--- src/rtl/mul_div_unit.sv ---
// mul_div_unit: iterative MIPS multiply/divide unit holding HI/LO.
// One shift-add or restoring shift-subtract step per cycle for DATA_W cycles.
module mul_div_unit #(
  parameter int DATA_W = 32
) (
  input  logic              clk,
  input  logic              rst_n,
  input  logic              start,
  input  logic [1:0]        op,
  input  logic [DATA_W-1:0] rs_val,
  input  logic [DATA_W-1:0] rt_val,
  input  logic              hi_we,
  input  logic              lo_we,
  input  logic [DATA_W-1:0] wd,
  output logic              busy,
  output logic              done,
  output logic [DATA_W-1:0] hi,
  output logic [DATA_W-1:0] lo
);
  localparam int CW = $clog2(DATA_W + 1);
  typedef enum logic [1:0] {IDLE, RUN, DONE} state_t;
  state_t state;
  logic [CW-1:0] cnt;
  logic is_div, neg_q, neg_r, div0, sgn_in;
  logic [DATA_W-1:0] m, a_orig, a_mag, b_mag, quo, rem;
  logic [2*DATA_W-1:0] p, p_nxt, prod;
  logic [DATA_W:0] sum, r, diff;
  assign sgn_in = ~op[0];
  assign a_mag = (sgn_in && rs_val[DATA_W-1]) ? -rs_val : rs_val;
  assign b_mag = (sgn_in && rt_val[DATA_W-1]) ? -rt_val : rt_val;
  // Multiply: upper half accumulates, multiplier shifts out of the lower half.
  // Divide: upper half is the partial remainder, lower half shifts dividend out and quotient in.
  assign sum = {1'b0, p[2*DATA_W-1:DATA_W]} + (p[0] ? {1'b0, m} : {(DATA_W+1){1'b0}});
  assign r = {p[2*DATA_W-1:DATA_W], p[DATA_W-1]};
  assign diff = r - {1'b0, m};
  assign p_nxt = is_div ? (diff[DATA_W] ? {r[DATA_W-1:0], p[DATA_W-2:0], 1'b0}
                                        : {diff[DATA_W-1:0], p[DATA_W-2:0], 1'b1})
                        : {sum, p[DATA_W-1:1]};
  assign quo = p_nxt[DATA_W-1:0];
  assign rem = p_nxt[2*DATA_W-1:DATA_W];
  assign prod = neg_q ? -p_nxt : p_nxt;
  always_ff @(posedge clk or negedge rst_n) begin
    if (!rst_n) begin
      state  <= IDLE;
      busy   <= 1'b0;
      done   <= 1'b0;
      hi     <= '0;
      lo     <= '0;
      cnt    <= '0;
      p      <= '0;
      m      <= '0;
      a_orig <= '0;
      is_div <= 1'b0;
      neg_q  <= 1'b0;
      neg_r  <= 1'b0;
      div0   <= 1'b0;
    end else if (state == RUN) begin
      p   <= p_nxt;
      cnt <= cnt - 1'b1;
      if (cnt == CW'(1)) begin
        state <= DONE;
        busy  <= 1'b0;
        done  <= 1'b1;
        if (is_div) begin
          lo <= div0 ? '1 : (neg_q ? -quo : quo);
          hi <= div0 ? a_orig : (neg_r ? -rem : rem);
        end else begin
          {hi, lo} <= prod;
        end
      end
    end else begin
      if (hi_we) hi <= wd;
      if (lo_we) lo <= wd;
      done <= 1'b0;
      if (start) begin
        state  <= RUN;
        busy   <= 1'b1;
        cnt    <= CW'(DATA_W);
        is_div <= op[1];
        neg_q  <= sgn_in & (rs_val[DATA_W-1] ^ rt_val[DATA_W-1]);
        neg_r  <= sgn_in & rs_val[DATA_W-1];
        div0   <= rt_val == '0;
        a_orig <= rs_val;
        m      <= op[1] ? b_mag : a_mag;
        p      <= {{DATA_W{1'b0}}, op[1] ? a_mag : b_mag};
      end else begin
        state <= IDLE;
        busy  <= 1'b0;
      end
    end
  end
endmodule

--- config.mk ---
export PLATFORM = sky130hd
export DESIGN_NAME = mul_div_unit
export DESIGN_NICKNAME = d
export VERILOG_FILES = /design/src/rtl/mul_div_unit.sv
export SDC_FILE = /design/constraint.sdc
export NUM_CORES = 1
export LEC_CHECK = 0
export BUFFER_PORTS_ARGS = -buffer_cell sky130_fd_sc_hd__buf_2
export CAP_MARGIN = 20
export CORE_MARGIN = 2
export CORE_UTILIZATION = 35
export DETAILED_ROUTE_END_ITERATION = 12
export GPL_TIMING_DRIVEN = 0
export MAX_ROUTING_LAYER = met4
export PLACE_DENSITY = 0.49
export RECOVER_POWER = 25
export REMOVE_ABC_BUFFERS = 1
export SLEW_MARGIN = 20
export SYNTH_ARGS = -nofsm -noshare
export SYNTH_HDL_FRONTEND = slang
export SYNTH_SLANG_ARGS = --single-unit
export TNS_END_PERCENT = 100
--- constraint.sdc ---
create_clock -name clk -period 9.1 [get_ports clk]
set_clock_uncertainty 0.1 [all_clocks]
set_input_delay 1.82 -clock clk [delete_from_list [all_inputs] [get_ports clk]]
set_output_delay 1.82 -clock clk [all_outputs]
set_load 0.05 [all_outputs]
==> flow_metrics.env <==
export IMPL_outcome="finished with violations"
export IMPL_violations="max-capacitance violations, max-slew violations"
export IMPL_postSynthCellCount=2475
export IMPL_post_cts_buffers=0
export IMPL_nets=2713
export IMPL_fp_row_count=84
export IMPL_fp_dieH_um=236
export IMPL_ioPinCount=169
export IMPL_cts_hold_fix_buffers=0
export IMPL_grt_max_degree=95
export IMPL_start_util_pct=35.6
export IMPL_stdcell_area_sq_mm=0.0213
export IMPL_first_iter_violations=1772
export IMPL_synth_simple_area_share_pct=22.4
export IMPL_cts_buffer_depth=3
export IMPL_clock_sinks=204
export IMPL_synth_seq_area_share_pct=27.1
export IMPL_dieArea_sq_mm=0.0556
export IMPL_grt_use_total_pct=28.3
export IMPL_hold_viol=0
export IMPL_clk_pin_slew_ns=0.07
export IMPL_ys_flop_type="dfrtp_1"
export IMPL_dr_pass1_iters=5
export IMPL_post_place_ws_ns=0.991
export IMPL_synth_compound_area_share_pct=28.6
export IMPL_area_delta_synth_final_pct=13.3
export IMPL_grt_overflow=0
export IMPL_grt_pass1_vias=18100
export IMPL_slew_viol_final=40
export IMPL_antenna_found_initial=4
export IMPL_critical_path_class="register to register"
export IMPL_crit_required_ns=9.41
export IMPL_drt_total_wl_um=78600
export IMPL_drtAntennaViolNets=0
export IMPL_synthAdderAreaFrac_pct=4.87
export IMPL_arrival_ns=8.64
export IMPL_routedWlPerCell_um=24.2
export IMPL_syn_cell_area_sq_mm=0.0188
export IMPL_synth_cell_types=102
export IMPL_fillCellCount=5568
export IMPL_cts_buffers=26
export IMPL_slew_limit_headroom_pct=-75.2
export IMPL_synth_edff_count=0
export IMPL_rsz0062_at_grt="no"
export IMPL_min_delay_start="cnt[4]$_DFFE_PN0P_"
export IMPL_placed_area_sq_mm=0.0204
export IMPL_ys_seq_elements=204
export IMPL_min_period_ns=8.33
export IMPL_io_buffers=168
export IMPL_cts_root_buf="clkbuf_16"
export IMPL_post_cts_resized=0
export IMPL_vias_per_cell=6.00
export IMPL_worstHoldPathType="register to register"
export IMPL_die_w_um=236
export IMPL_synthMuxAreaShare_pct=4.28
export IMPL_core_area_sq_mm=0.0529
export IMPL_ys_warnings_count=0
export IMPL_cp_start_kind="register"
export IMPL_drc=0
export IMPL_async_reset_ff_share_pct=100
export IMPL_cap_violations=1
export IMPL_critPathCaptureType="register"
export IMPL_rrSetupSlack_ns=0.77
export IMPL_worst_pin_slew_ns=2.63
export IMPL_setup_ws_ns=0.772
export IMPL_fmax_mhz=120
export IMPL_place_gp_congestion=0.938
export IMPL_avgSynthCellArea_sq_um=7.60
export IMPL_drive_gt1_share_pct=13.2
export IMPL_worstSkewPairLatency_ns=0.55
export IMPL_cts_tree="done"
export IMPL_crit_start="p[31]$_DFFE_PN0P_"
export IMPL_via_count=19500
export IMPL_hpwl_um=60600
export IMPL_synthXorXnorAreaFrac_pct=8.01
export IMPL_synth_top_family_by_area="compound AO/OA/AOI/OAI gates"
export IMPL_timing_rr_start="p[31]$_DFFE_PN0P_"
export IMPL_cp_max_fo=7
export IMPL_setup_viol=0
export IMPL_fin_crit_sh_pct=91.5
export IMPL_grt_pass1_wl_um=117000
export IMPL_h_tree_depth=1
## cell type report
cell class | count | area, sq um | share of cell area [%]
Multi-Input combinational cell | 2050 | 12900 | 60.6
Clock inverter | 6 | 90.1 | 0.423
Clock buffer | 39 | 791 | 3.71
Tap cell | 688 | 861 | 4.04
Sequential cell | 204 | 5110 | 24.0
Antenna cell | 3 | 7.51 | 0.0352
Inverter | 70 | 270 | 1.27
Timing Repair Buffer | 186 | 1280 | 5.99
## layer usage
metal / wire [um] / track usage [%]
met4: 3020 / 9.59
met1: 35700 / 39.5
met2: 34700 / 42.0
met5: 0 / -
met3: 5180 / 3.83
## metrics by stage
step | hold slack [ns] | instances | TNS [ns] | util [%]
floorplan | 0.335 | 2324 | 0 | -
global placement | 0.356 | 3180 | -281.34 | 37.6
detailed placement | 0.366 | 3198 | 0 | 38.6
CTS | 0.379 | 3243 | 0 | 40.3
global route | 0.396 | 3246 | 0 | 40.3
finish | 0.374 | 3246 | 0 | 40.3
## critical path: stages (launching register included)
cell and delay (ns):
dfrtp_1 0.58, inv_1 0.13, ha_1 0.23, inv_1 0.08, fa_1 0.42, a211oi_2 0.36
o211ai_2 0.23, nand4_1 0.24, a21boi_4 0.13, o21ai_0 0.81, nor2_1 0.53, a21oi_1 0.39
ha_1 0.25, nand3b_1 0.15, or3_1 0.48, nor3_1 0.99, nand2_1 0.33, nor2_1 0.18
nand4b_1 0.28, o41ai_1 0.40, xor2_1 0.15, a222oi_1 0.58, o22ai_1 0.15
## worst paths after layout
path | to | cells after the start
worst min register to register | cnt[4]$_DFFE_PN0P_ | 1
worst max-delay path | hi[22]$_DFFE_PN0P_ | 22
max in group asynchronous | lo[2]$_DFFE_PN0P_ | 3
min in group asynchronous | p[58]$_DFFE_PN0P_ | 1
worst min-delay path | cnt[4]$_DFFE_PN0P_ | 1
worst max register to register | hi[22]$_DFFE_PN0P_ | 22
## cell families (layout without fill, tap and decap cells)
| logic type | count (synthesis) | after routing |
|---|---|---|
| compound gates | 848 | 848 |
| xor+xnor | 172 | 172 |
| fa+ha+maj | 72 | 72 |
| buf+inv | 221 | 301 |
| flops | 204 | 204 |
| mux | 76 | 76 |
| other cells | 0 | 3 |
| simple gates | 882 | 882 |
## synth_stat cells (61+ instances only)
master | n | area (sq um)
a211oi_1 | 69 | 518
ha_1 | 70 | 876
clkbuf_1 | 105 | 394
o21ai_0 | 278 | 1390
nand2_1 | 335 | 1260
nor2_1 | 187 | 702
nor3_1 | 61 | 305
dfrtp_1 | 204 | 5100
a21oi_1 | 189 | 946
xnor2_1 | 90 | 788
nand3_1 | 61 | 305
inv_1 | 68 | 255
xor2_1 | 82 | 718
## placed cells by master, fill, tap and decap left out, types with 40 or more instances in the layout
cell      netlist  final
o21ai_0       278    278
a211oi_1       69     69
and2_1         40     40
dfrtp_1       204    202
o22ai_1        40     40
nor3_1         61     61
a21oi_1       189    187
buf_2          20    166
inv_1          68     67
mux2i_1        40     40
nand2_1       335    332
ha_1           70     70
xnor2_1        90     90
nand3_1        61     61
nor2_1        187    185
xor2_1         82     82
## state kept, by name, indices dropped and copies added (netlist names)
register and count:
lo 32, neg_r 1, div0 1, done 1, neg_q 1, cnt 6
p 64, is_div 1, hi 32, a_orig 32, state 1, m 32
Power is left out: the tool's default activity adds up to more than one toggle a clock period on the data nets, which glitch-free logic cannot reach.
